$ cat src/rtl/alu_divider.sv
// Multi-cycle radix-2 restoring divider for the ALU_OP_DIV slot (DIV/DIVU/REM/REMU).
// One quotient bit per cycle, then a sign-fix cycle; ALU-style {N,Z,C,V} flags.
module alu_divider #(
  parameter int WIDTH = 32
) (
  input  logic             clk,
  input  logic             rst_n,
  input  logic             start,
  input  logic [WIDTH-1:0] op1,
  input  logic [WIDTH-1:0] op2,
  input  logic [3:0]       div_control,
  output logic             busy,
  output logic             done,
  output logic [WIDTH-1:0] result,
  output logic [3:0]       flags,
  output logic             div_by_zero
);

  localparam logic [1:0] S_IDLE = 2'd0;
  localparam logic [1:0] S_ITER = 2'd1;
  localparam logic [1:0] S_FIX  = 2'd2;
  localparam logic [1:0] S_DONE = 2'd3;
  localparam int CW = $clog2(WIDTH + 1);

  function automatic logic [WIDTH-1:0] neg_if(input logic [WIDTH-1:0] x, input logic neg);
    return neg ? ((~x) + WIDTH'(1)) : x;
  endfunction

  function automatic logic [3:0] make_flags(input logic [WIDTH-1:0] res, input logic ovf);
    return {res[WIDTH-1], (res == '0), 1'b0, ovf};
  endfunction

  logic [1:0]       state_r;
  logic             want_rem_r;
  logic             sq_r;
  logic             sr_r;
  logic             ovf_r;
  logic [WIDTH-1:0] quo_r;
  logic [WIDTH-1:0] dvs_r;
  logic [WIDTH-1:0] rem_r;
  logic [CW-1:0]    cnt_r;

  logic             accept_s;
  logic             is_signed_s;
  logic             want_rem_s;
  logic             op2_zero_s;
  logic             op1_min_s;
  logic [WIDTH-1:0] dbz_res_s;
  logic [WIDTH:0]   rem_shift_s;
  logic [WIDTH:0]   trial_s;
  logic [WIDTH-1:0] fix_res_s;

  // Operation decode; unknown selects fall back to DIVU.
  always_comb begin
    is_signed_s = 1'b0;
    want_rem_s  = 1'b0;
    case (div_control)
      4'b1100: begin is_signed_s = 1'b1; want_rem_s = 1'b0; end
      4'b1101: begin is_signed_s = 1'b0; want_rem_s = 1'b0; end
      4'b1110: begin is_signed_s = 1'b1; want_rem_s = 1'b1; end
      4'b1111: begin is_signed_s = 1'b0; want_rem_s = 1'b1; end
      default: begin is_signed_s = 1'b0; want_rem_s = 1'b0; end
    endcase
  end

  // Accept qualification, divide-by-zero result and the per-cycle trial subtraction.
  always_comb begin
    accept_s    = start & ((state_r == S_IDLE) | (state_r == S_DONE));
    op2_zero_s  = (op2 == '0);
    op1_min_s   = (op1 == {1'b1, {(WIDTH-1){1'b0}}});
    dbz_res_s   = want_rem_s ? op1 : '1;
    rem_shift_s = {rem_r, quo_r[WIDTH-1]};
    trial_s     = rem_shift_s - {1'b0, dvs_r};
    if (want_rem_r) begin
      fix_res_s = neg_if(rem_r, sr_r);
    end else begin
      fix_res_s = neg_if(quo_r, sq_r);
    end
  end

  // Control FSM and datapath registers.
  always_ff @(posedge clk or negedge rst_n) begin
    if (!rst_n) begin
      state_r     <= S_IDLE;
      want_rem_r  <= 1'b0;
      sq_r        <= 1'b0;
      sr_r        <= 1'b0;
      ovf_r       <= 1'b0;
      quo_r       <= '0;
      dvs_r       <= '0;
      rem_r       <= '0;
      cnt_r       <= '0;
      result      <= '0;
      flags       <= 4'b0000;
      div_by_zero <= 1'b0;
    end else if (accept_s) begin
      want_rem_r  <= want_rem_s;
      sq_r        <= is_signed_s & (op1[WIDTH-1] ^ op2[WIDTH-1]);
      sr_r        <= is_signed_s & op1[WIDTH-1];
      // MIN / -1 in signed mode: the natural result is MIN, flagged only for DIV.
      ovf_r       <= is_signed_s & ~want_rem_s & op1_min_s & (op2 == '1);
      quo_r       <= neg_if(op1, is_signed_s & op1[WIDTH-1]);
      dvs_r       <= neg_if(op2, is_signed_s & op2[WIDTH-1]);
      rem_r       <= '0;
      cnt_r       <= CW'(WIDTH);
      div_by_zero <= op2_zero_s;
      if (op2_zero_s) begin
        result  <= dbz_res_s;
        flags   <= make_flags(dbz_res_s, 1'b0);
        state_r <= S_DONE;
      end else begin
        state_r <= S_ITER;
      end
    end else begin
      case (state_r)
        S_ITER: begin
          if (!trial_s[WIDTH]) begin
            rem_r <= trial_s[WIDTH-1:0];
          end else begin
            rem_r <= rem_shift_s[WIDTH-1:0];
          end
          quo_r <= {quo_r[WIDTH-2:0], ~trial_s[WIDTH]};
          cnt_r <= cnt_r - CW'(1);
          if (cnt_r == CW'(1)) begin
            state_r <= S_FIX;
          end else begin
            state_r <= S_ITER;
          end
        end
        S_FIX: begin
          result  <= fix_res_s;
          flags   <= make_flags(fix_res_s, ovf_r);
          state_r <= S_DONE;
        end
        S_DONE: begin
          state_r <= S_IDLE;
        end
        default: begin
          state_r <= S_IDLE;
        end
      endcase
    end
  end

  assign busy = (state_r == S_ITER) | (state_r == S_FIX);
  assign done = (state_r == S_DONE);

endmodule

$ cat config.mk
export PLATFORM = sky130hd
export DESIGN_NAME = alu_divider
export DESIGN_NICKNAME = d
export VERILOG_FILES = /design/src/rtl/alu_divider.sv
export SDC_FILE = /design/constraint.sdc
export NUM_CORES = 1
export LEC_CHECK = 0
export ABC_AREA = 1
export BUFFER_PORTS_ARGS = -buffer_cell sky130_fd_sc_hd__buf_4
export CAP_MARGIN = 0
export CORE_AREA = 2 2 150 152
export DETAILED_ROUTE_END_ITERATION = 8
export DIE_AREA = 0 0 152 154
export PLACE_DENSITY_LB_ADDON = 0.05
export RECOVER_POWER = 50
export SETUP_SLACK_MARGIN = 0.02
export SLEW_MARGIN = 30
export SYNTH_ARGS = -nofsm -noshare
export SYNTH_HDL_FRONTEND = slang
export SYNTH_SLANG_ARGS = --single-unit
$ cat constraint.sdc
create_clock -name clk -period 2.46 [get_ports clk]
set_input_delay 0.492 -clock clk [delete_from_list [all_inputs] [get_ports clk]]
set_output_delay 0.492 -clock clk [all_outputs]
set_load 0.01 [all_outputs]
==> key figures <==
Logic synthesis
  • Synth area leaders: dfrtp_1, nand2_1, nand3_1, inv_1, nor2_1
  • Cell Area, Synth: between 0.01 and 0.015 mm^2
  • Leading register cell type out of synthesis: dfrtp_1
  • Synth Instances: ~1900
  • Synth top area share: between 20 and 30%
  • Async set-reset flop share out of synthesis: between 90% and 100%
  • YS warnings: 0
  • Post-synthesis average cell area: between 6 and 7 um^2
  • Yosys reg bits: approximately 140
  • Seq/Total Area, Yosys: 29.6%
  • EDFF count, synth: 0
  • Synth area leader: dfrtp_1
  • Synthesized Nets: just over 2000
  • Distinct cells, synth: 49

GRT
  • Largest net degree at the start of global routing: between 50 and 60
  • First-pass GRT wire length: roughly 67000 um
  • Initial antenna violation count: 0
  • GR Overflow Total: 0
  • Vias in the first global route: 12900
  • Total track usage: between 30% and 40%

Timing
  • Final period util: 102%
  • Final setup viols: 30
  • Endpoints failing hold: 0
  • Max Clock Skew: about 13 ps
  • Final worst-path setup slack: -60.1 ps
  • Slew @ Worst Pin: about 1400 ps
  • Slew headroom: about 5.6%
  • Min Clock Period, post-route: around 2500 ps
  • RSZ-0062 raised after global routing: yes
  • Slew Viols, Final: 0
  • Hold Slack: around 320 ps
  • FMAX: 0.397 GHz

Detailed routing
  • Routed len/inst: 18.6 um
  • DRC: 0
  • First-pass detailed-route iteration total: 6
  • DR iter-0 viols: 1634
  • Final WL: approximately 44000 um
  • Via count: 14100
  • Vias per inst: about 5.9
  • Antenna viol nets, final: 0

Place
  • Hpwl dp: 33000 um
  • Port buffer count: roughly 110
  • Gpl congestion: 0.991
  • Placed Cells: 2337

Setup path
  • WP data required: 2780 ps
  • Crit Path Category: reg -> reg
  • Most Frequent Cell on Critical Path: nand2_4
  • Critical-path cell list: inv_1 -> ha_1 -> nand2_1 -> o21ai_1 -> a21oi_2 -> nor3_2 -> nor3_4 -> nand2_4 -> nand2_4 -> nand2_8 -> buf_12 -> nand2_4 -> nand3_2 -> nand2_1
  • CP max stage cell: ha_1
  • CP max stage delay: between 300 and 400 ps
  • RR Startpoint: dvs_r[18]$_DFFE_PN0P_
  • Setup crit start kind: flop
  • Crit end category: flop
  • Top fanout value on the critical path: 8
  • CP Launch Point: dvs_r[18]$_DFFE_PN0P_
  • CP Data Arrival Time: about 2800 ps

Hold path
  • Worst min-delay path startpoint: op2[30]
  • Worst hold path class: in -> reg

Floorplan
  • Io pins: 110
  • Initial Util: between 50 and 60%
  • CORE AREA: about 0.022 mm^2
  • DIE AREA: around 0.023 mm^2
  • Die Height: 154 um
  • Die span in x: approximately 150 um
  • Rows: between 50 and 60

Clock network
  • CTS Buf Count: 17
  • CTS Hold Bufs: 0
  • Clk_lat worst skew: approximately 440 ps
  • CTS sink count: around 140
  • Root buffer cell: clkbuf_16
  • CTS tree: yes
  • CTS max path bufs: 2
  • Reg clk slew, reported paths: 70 ps
  • H-tree levels: 4

Final layout
  • Layout cells sized above 1: ~22%
  • Fin util: between 70% and 80%
  • Nets: about 2200
  • Fillers: about 1800
  • Most frequent cells in the layout: nand2_1, buf_4, inv_1, nor2_1, nand3_1
  • Final std cells w/o fill: roughly 2400
  • Most common cell after layout, fill and taps aside: nand2_1
  • ANT cells: 0
  • P&R area growth vs syn: 29.0%

Pwr
  • Pleak: just under 8 nW
  • Pwr/cell area: 1430 mW/mm^2
  • VDD IR-drop max: roughly 0.0009 V

Job
  • Max Cap Viol: 0

Run status
  • Failing checks: negative setup slack
  • Status: finished with violations
state kept, by name, summed over array words and instances (netlist names):
register	flops
state_r	2
want_rem_r	1
div_by_zero	1
ovf_r	1
dvs_r	32
quo_r	32
rem_r	32
result	31
sq_r	1
flags	3
cnt_r	6
sr_r	1
layer usage:
layer | track usage, % | wire length (um) | part of all wire, %
met5 | 0 | 0 | 0
met4 | 11.5 | 1530 | 3.4
met3 | 5.95 | 4590 | 10
met2 | 55.4 | 19900 | 45
met1 | 51.4 | 18400 | 41
critical path, delay by kind of cell (launching register included):
kind,cells,cell delay (ps)
AOI/OAI and AO/OA,2,430
adders and majority gates,1,380
buffers and inverters,2,260
DFF,1,350
and+or+nand+nor,9,980
area by class of cell:
| type | instances | area, um^2 | area share (%) |
|---|---|---|---|
| well taps | 280 | 350 | 2.25 |
| inverters | 216 | 811 | 5.20 |
| clock inverters | 13 | 129 | 0.827 |
| flip-flops and latches | 143 | 3580 | 23.0 |
| multi-input cells | 1475 | 8290 | 53.2 |
| clock buffers | 18 | 439 | 2.82 |
| repair buffers | 242 | 1980 | 12.7 |
kinds of logic (layout without fill, tap and decap cells):
family	after synthesis	in the layout	share of synthesized area (%)
flip-flops	143	143	29.6
other	1	1	0.0310
AND/OR/NAND/NOR	1044	1044	36.3
buffers and inverters	281	489	9.24
XOR/XNOR	60	60	4.35
AO/OA/AOI/OAI	327	327	16.0
adder cells (fa/ha/maj)	43	43	4.51
synth_stat cells (6+ instances only):
master / n
nand2_1: 557
inv_1: 211
nor2_1: 202
nand3_1: 197
dfrtp_1: 143
o21ai_0: 134
a21oi_1: 82
ha_1: 42
clkbuf_1: 39
o221ai_1: 37
xnor2_1: 32
nand4_1: 28
xor2_1: 28
nor3_1: 24
o22ai_1: 19
o211ai_1: 12
a31oi_1: 10
buf_2: 10
nor4_1: 10
buf_1: 8
o21bai_1: 7
o21a_1: 6
o21ai_2: 6
report_power, final:
part	switching [mW]	internal (mW)	total, mW
clock network	1.15	1.43	2.58
registers	0.838	3.30	4.14
logic	9.60	5.95	15.6
total	11.6	10.7	22.3
worst paths after layout:
check                                    endpoint  slack (ps)  cells past startpoint
setup / recovery             rem_r[4]$_DFFE_PN0P_         -60                     14
hold / removal              dvs_r[30]$_DFFE_PN0P_         320                      3
setup reg to reg             rem_r[4]$_DFFE_PN0P_         -60                     14
hold reg to reg            result[21]$_DFFE_PN0P_         480                      2
max in group asynchronous    dvs_r[1]$_DFFE_PN0P_         390                      2
min in group asynchronous    rem_r[9]$_DFFE_PN0P_         360                      1
through the flow:
stage               power [mW]  setup WS [ps]  setup TNS, ps  instance area [um^2]
finish                    22.3          -60.1           -846                 15600
global route              23.8           -152          -3010                 15600
CTS                       19.1           35.7              0                 14500
detailed placement        16.3           -119          -2520                 13900
global placement          16.1          -58.2           -320                 13900
floorplan                 11.8           56.0              0                 12100
timing repair:
item	CTS	global route
cloned	0	6
resized for setup	9	236
setup buffers	2	11
hold endpoints to repair	0	0
endpoints found under the setup margin	33	37
pin swaps	3	54
No activity file was read; power rests on OpenSTA's default activity.
